<file path="src/rtl/dpe_wg_pkg.sv">
// rtl/dpe_wg_pkg.sv - WireGuard transport header constants, FSM states and header record
// Shared by dpe_wg_rx_deframer and dpe_wg_replay_win.
package dpe_wg_pkg;

  localparam logic [7:0]  WG_MSG_TRANSPORT = 8'd4;
  localparam int          WG_HDR_BEATS     = 2;
  localparam logic [63:0] WG_REJECT_AFTER  = 64'hFFFF_FFFF_FFFF_E000;

  typedef enum logic [2:0] {
    ST_HDR0,
    ST_HDR1,
    ST_CHECK,
    ST_PASS,
    ST_DROP
  } wg_state_t;

  typedef struct packed {
    logic [7:0]  msg_type;
    logic [23:0] rsvd;
    logic [31:0] idx;
    logic [63:0] ctr;
  } wg_hdr_t;

  function automatic logic [31:0] sat_inc(input logic [31:0] v);
    return (v == 32'hFFFF_FFFF) ? v : v + 32'd1;
  endfunction

endpackage

</file>
<file path="src/rtl/dpe_wg_replay_win.sv">
// rtl/dpe_wg_replay_win.sv - anti-replay sliding window: combinational verdict, registered state
// Bit k of bitmap records that counter (max_ctr - k) has already been accepted.
module dpe_wg_replay_win
  import dpe_wg_pkg::*;
#(
  parameter int WIN = 64
) (
  input  logic        clk,
  input  logic        rst,
  input  logic        upd,
  input  logic [63:0] ctr,
  output logic        accept
);

  localparam int IW = $clog2(WIN);

  logic [63:0]    max_ctr;
  logic [WIN-1:0] bitmap;
  logic           seen_any;
  logic [63:0]    fwd;
  logic [63:0]    back;

  assign fwd  = ctr - max_ctr;
  assign back = max_ctr - ctr;

  always_comb begin
    accept = 1'b0;
    if (ctr >= WG_REJECT_AFTER)
      accept = 1'b0;
    else if (!seen_any)
      accept = 1'b1;
    else if (ctr > max_ctr)
      accept = 1'b1;
    else if (back < 64'(WIN))
      accept = !bitmap[back[IW-1:0]];
  end

  always_ff @(posedge clk or posedge rst) begin
    if (rst) begin
      max_ctr  <= '0;
      bitmap   <= '0;
      seen_any <= 1'b0;
    end else if (upd && accept) begin
      seen_any <= 1'b1;
      if (!seen_any) begin
        max_ctr <= ctr;
        bitmap  <= WIN'(1);
      end else if (ctr > max_ctr) begin
        max_ctr <= ctr;
        // A jump of a full window or more leaves no older history worth keeping
        if (fwd >= 64'(WIN))
          bitmap <= WIN'(1);
        else
          bitmap <= (bitmap << fwd[IW-1:0]) | WIN'(1);
      end else begin
        bitmap[back[IW-1:0]] <= 1'b1;
      end
    end
  end

endmodule

</file>
<file path="src/rtl/dpe_wg_rx_deframer.sv">
// rtl/dpe_wg_rx_deframer.sv - WireGuard transport header strip, checks and anti-replay filter
// Replay filtering is built only when WG_REPLAY_CHECK_EN is defined.
module dpe_wg_rx_deframer
  import dpe_wg_pkg::*;
#(
  parameter int REPLAY_WIN = 64
) (
  input  logic        clk,
  input  logic        rst,
  input  logic [31:0] cfg_local_idx,
  input  logic        in_valid,
  output logic        in_ready,
  input  logic [63:0] in_data,
  input  logic [7:0]  in_keep,
  input  logic        in_sop,
  input  logic        in_eop,
  output logic        out_valid,
  input  logic        out_ready,
  output logic [63:0] out_data,
  output logic [7:0]  out_keep,
  output logic        out_sop,
  output logic        out_eop,
  output logic [63:0] out_ctr,
  output logic        out_ctr_vld,
  output logic [31:0] stat_ok,
  output logic [31:0] stat_drop_hdr,
  output logic [31:0] stat_drop_idx,
  output logic [31:0] stat_drop_replay
);

  wg_state_t   state;
  wg_hdr_t     hdr;
  logic        first_beat;
  logic [63:0] ctr_q;
  logic        hdr_ok;
  logic        idx_ok;
  logic        pass;

  assign hdr_ok = (hdr.msg_type == WG_MSG_TRANSPORT) && (hdr.rsvd == 24'd0);
  assign idx_ok = (hdr.idx == cfg_local_idx);
  assign pass   = (state == ST_PASS);

`ifdef WG_REPLAY_CHECK_EN
  logic replay_ok;

  dpe_wg_replay_win #(.WIN(REPLAY_WIN)) u_replay (
    .clk    (clk),
    .rst    (rst),
    .upd    ((state == ST_CHECK) && hdr_ok && idx_ok),
    .ctr    (hdr.ctr),
    .accept (replay_ok)
  );
`else
  logic unused_win;
  assign unused_win       = (REPLAY_WIN == 64);
  assign stat_drop_replay = '0;
`endif

  // Payload is a zero-latency pass-through; everything is gated to zero outside PASS
  assign in_ready    = !rst && ((state == ST_HDR0) || (state == ST_HDR1) ||
                                (state == ST_DROP) || (pass && out_ready));
  assign out_valid   = pass && in_valid;
  assign out_data    = pass ? in_data : '0;
  assign out_keep    = pass ? in_keep : '0;
  assign out_sop     = pass && first_beat;
  assign out_eop     = pass && in_eop;
  assign out_ctr     = ctr_q;
  assign out_ctr_vld = pass;

  always_ff @(posedge clk or posedge rst) begin
    if (rst) begin
      state            <= ST_HDR0;
      hdr              <= '0;
      first_beat       <= 1'b0;
      ctr_q            <= '0;
      stat_ok          <= '0;
      stat_drop_hdr    <= '0;
      stat_drop_idx    <= '0;
`ifdef WG_REPLAY_CHECK_EN
      stat_drop_replay <= '0;
`endif
    end else begin
      case (state)
        ST_HDR0: begin
          if (in_valid && in_sop) begin
            hdr.msg_type <= in_data[7:0];
            hdr.rsvd     <= in_data[31:8];
            hdr.idx      <= in_data[63:32];
            if (in_eop)
              stat_drop_hdr <= sat_inc(stat_drop_hdr);
            else
              state <= ST_HDR1;
          end
        end
        ST_HDR1: begin
          if (in_valid) begin
            hdr.ctr <= in_data;
            if (in_eop) begin
              stat_drop_hdr <= sat_inc(stat_drop_hdr);
              state         <= ST_HDR0;
            end else begin
              state <= ST_CHECK;
            end
          end
        end
        ST_CHECK: begin
          if (!hdr_ok) begin
            stat_drop_hdr <= sat_inc(stat_drop_hdr);
            state         <= ST_DROP;
          end else if (!idx_ok) begin
            stat_drop_idx <= sat_inc(stat_drop_idx);
            state         <= ST_DROP;
`ifdef WG_REPLAY_CHECK_EN
          end else if (!replay_ok) begin
            stat_drop_replay <= sat_inc(stat_drop_replay);
            state            <= ST_DROP;
`endif
          end else begin
            stat_ok    <= sat_inc(stat_ok);
            ctr_q      <= hdr.ctr;
            first_beat <= 1'b1;
            state      <= ST_PASS;
          end
        end
        ST_PASS: begin
          if (in_valid && out_ready) begin
            first_beat <= 1'b0;
            if (in_eop)
              state <= ST_HDR0;
          end
        end
        ST_DROP: begin
          if (in_valid && in_eop)
            state <= ST_HDR0;
        end
        default: state <= ST_HDR0;
      endcase
    end
  end

endmodule

</file>
<file path="config.mk">
export PLATFORM = sky130hd
export DESIGN_NAME = dpe_wg_rx_deframer
export DESIGN_NICKNAME = d
export VERILOG_FILES = /design/src/rtl/dpe_wg_pkg.sv /design/src/rtl/dpe_wg_replay_win.sv /design/src/rtl/dpe_wg_rx_deframer.sv
export SDC_FILE = /design/constraint.sdc
export NUM_CORES = 1
export LEC_CHECK = 0
export CAP_MARGIN = 15
export CELL_PAD_IN_SITES_DETAIL_PLACEMENT = 2
export CELL_PAD_IN_SITES_GLOBAL_PLACEMENT = 2
export CORE_MARGIN = 1
export CORE_UTILIZATION = 33
export CTS_CLUSTER_DIAMETER = 40
export DETAILED_ROUTE_END_ITERATION = 12
export PLACE_DENSITY_LB_ADDON = 0.1
export SLEW_MARGIN = 25
export SYNTH_ARGS = -nofsm -noshare
export SYNTH_HDL_FRONTEND = slang
export SYNTH_SLANG_ARGS = --single-unit
</file>
<file path="constraint.sdc">
create_clock -name clk -period 35.5 [get_ports clk]
set_input_delay 10.65 -clock clk [delete_from_list [all_inputs] [get_ports clk]]
set_output_delay 10.65 -clock clk [all_outputs]
set_load 0.02 [all_outputs]
</file>
==> impl_metrics.py <==
metrics = {
    "floorplan": {
        "die_h_um": 201,
        "die_area_mm2": 0.0405,
        "start_util_pct": 33.7,
        "core-area_mm2": 0.0389,
        "ioPinCount": 379,
        "fp-row-count": 72,
        "die_w_um": 201,
    },
    "synthesis": {
        "synth_top_area_share_pct": 55.7,
        "synth_edf_count": 0,
        "synthMuxAreaShare_pct": 16.6,
        "yosysWarningCount": 0,
        "synth_xor_area_share_pct": 8.21,
        "synth_cell_types": 58,
        "ys_seq_elements": 292,
        "postSynthAreaPerCell_um2": 12.7,
        "synthAdderAreaFrac_pct": 0.286,
        "synth_top_family_by_area": "multiplexers",
        "netlist_top_cells_count": "dfrtp_1 (292), mux2_2 (193), xnor2_1 (90)",
        "synth_simple_gate_area_share_pct": 14.7,
        "yosys_most_used_dff": "dfrtp_1",
        "yosysMostFrequentCell": "dfrtp_1",
        "synth_top_cell_by_area": "dfrtp_1",
        "synth_cells": 1029,
        "netlist_top_cells_area": "dfrtp_1 (56%), mux2_2 (17%), xnor2_1 (6.0%), and2_1 (3.7%), xor2_1 (2.2%)",
        "seq_area_frac_synth_pct": 55.7,
        "synthArstFlopShare_pct": 100,
        "synth-compound-area-share_pct": 1.16,
        "synth_area_mm2": 0.0131,
    },
    "drt": {
        "route.detailed.drc": 0,
        "dr.pass1.iters": 4,
        "via_count": 9432,
        "drt-total-wl_um": 41000,
        "post_drt_wl_per_cell_um": 20.9,
        "ant_nets": 0,
        "via_per_inst": 4.81,
        "drtIter0Drc": 228,
    },
    "critical_path": {
        "crit_start": "out_ready",
        "worstPathCellList": "clkdlybuf4s50_1 > nand2_1 > a221oi_1 > clkdlybuf4s50_1",
        "reg2reg_slack_ns": 32.29,
        "endpoint_kind": "output pin",
        "required_ns": 24.85,
        "crit_top_cell": "clkdlybuf4s50_1",
        "reg2reg_to": "stat_ok[5]",
        "cp_slowest_cell": "clkdlybuf4s50_1",
        "worstPathMaxFanout": 4,
        "crit_end": "in_ready",
        "crit_arrival_ns": 12.36,
        "path_class": "in2out",
        "start_kind": "primary input",
        "timing.rr.start": "hdr[95]",
        "worst_r2r_path_depth": 7,
        "crit_path_max_incr_delay_ns": 0.68,
    },
    "clock_network": {
        "cts_hold_buf": 0,
        "htree_levels": 2,
        "cts_num_sinks": 292,
        "cts_max_path_buffers": 3,
        "post_cts_buffers": 0,
        "tritoncts": "yes",
        "clk_latency_ns": 0.58,
        "clkTransAtPathRegs_ns": 0.05,
        "ctsResizeCount": 0,
        "numCtsBuffers": 52,
        "root_buffer": "clkbuf_16",
    },
    "power_and_ir_drop": {
        "power.density_mw_per_mm2": 58.0,
        "vdd_drop_max_uv": 33.8,
        "totalPowerFinal_w": 0.00109,
        "leakage_nw": 8.11,
    },
    "timing": {
        "finalCriticalPeriod_ns": 23.01,
        "slew_headroom_pct": 36.0,
        "clock.fmax_mhz": 43.5,
        "hold_slack_ns": 0.491,
        "rsz0062_at_grt": "false",
        "finalSetupTns_ns": 0,
        "drv_slew": 0,
        "setup_viol": 0,
        "report.final.hold_viol_count": 0,
        "finClkSkew_ns": 0.0283,
        "fin_crit_sh_pct": 64.8,
        "tightest_slew_ns": 0.960,
    },
    "layout": {
        "fin_nets": 1512,
        "drive_gt1_share_pct": 22.2,
        "area_growth_syn_to_layout_pct": 43.7,
    },
    "global_route": {
        "grt_pass1_vias": 10624,
        "antenna_found_initial": 3,
        "grt_pass1_wl_um": 64300,
        "grt.overflow.total": 0,
        "grt_usage_pct": 20.5,
        "grt_max_degree": 98,
    },
    "status": {
        "run_status": "finished, final reports clean",
    },
    "placement": {
        "io_buffers": 346,
        "place.gp.congestion": 0.756,
        "dp_hpwl_um": 28400,
    },
    "min_path": {
        "hold_class": "reg2reg",
    },
    "run": {
        "max-cap-violations": 0,
    },
}
-- worst max-delay path, delay by kind of cell --
family | cells | cell delay, ns
AND/OR/NAND/NOR | 1 | 0.10
AO/OA/AOI/OAI | 1 | 0.31
buffers and inverters | 2 | 1.30
-- power by group --
part	switching, W	total [W]	internal, W
Combinational	0.0000578	0.000139	0.0000809
Clock	0.000180	0.000516	0.000336
Sequential	0.0000416	0.000440	0.000398
-- state kept, by name (all words and copies together), names as in the netlist --
register       count
hdr              128
out_ctr           64
stat_drop_hdr     32
stat_drop_idx     32
stat_ok           32
state              3
first_beat         1
-- routing by layer --
metal / up-vias / global-route usage, % / share of wire [%]
met5: - / 0 / 0.032
met4: 2 / 6.14 / 1.9
met3: 55 / 5.75 / 6.1
met2: 240 / 35.9 / 51
met1: 4860 / 24.3 / 41
li1: 4275 / - / -
-- final cells by class --
| type | instances | area (um^2) |
|---|---|---|
| antenna | 1 | 2.50 |
| clock buffer | 63 | 1410 |
| sequential | 292 | 7310 |
| fill | 3874 | 20100 |
| multi-input combinational | 694 | 5520 |
| timing repair buffer | 353 | 3520 |
| inverter | 6 | 30.0 |
| tap | 518 | 648 |
| clock inverter | 33 | 403 |
-- cell families after synthesis --
group / after synthesis
buffers and inverters: 74
other: 1
AO/OA/AOI/OAI: 18
XOR/XNOR: 123
adder cells (fa/ha/maj): 3
flip-flops: 292
AND/OR/NAND/NOR: 325
multiplexers: 193
-- cell usage in the layout, fill, tap and decap left out, types with 23 or more instances in the layout --
master,netlist,layout
clkdlybuf4s50_1,0,346
clkbuf_16,0,53
dfrtp_1,292,292
xnor2_1,90,90
nand2_1,63,62
nand4_1,33,33
xor2_1,33,33
nand3_1,41,41
conb_1,1,32
mux2_2,193,193
and2_1,78,78
nor2_1,24,23
-- how the worst min path moves through the flow --
stage / start / endpoint / slack [ns] / cells past startpoint
final: stat_drop_hdr[23] / stat_drop_hdr[23] / 0.49 / 1
after global routing: stat_drop_hdr[23] / stat_drop_hdr[23] / 0.51 / 1
after CTS: hdr[32] / out_ctr[32] / 0.50 / 1
after detailed placement: first_beat / first_beat / 0.47 / 2
after global placement: first_beat / first_beat / 0.45 / 2
after floorplan: first_beat / first_beat / 0.44 / 2
-- through the flow --
stage | worst slack, ns | utilization [%] | std cells | cell area, um^2
6_report | 12.49 | 48.4 | 1960 | 18900
5_1_grt | 12.42 | 48.4 | 1960 | 18900
4_1_cts | 12.46 | 48.4 | 1959 | 18800
3_5_place_dp | 12.56 | 43.7 | 1863 | 17000
3_3_place_gp | 12.58 | 43.7 | 1863 | 17000
2_1_floorplan | 13.55 | - | 1060 | 13200
Power figures use the tool's default switching activity.
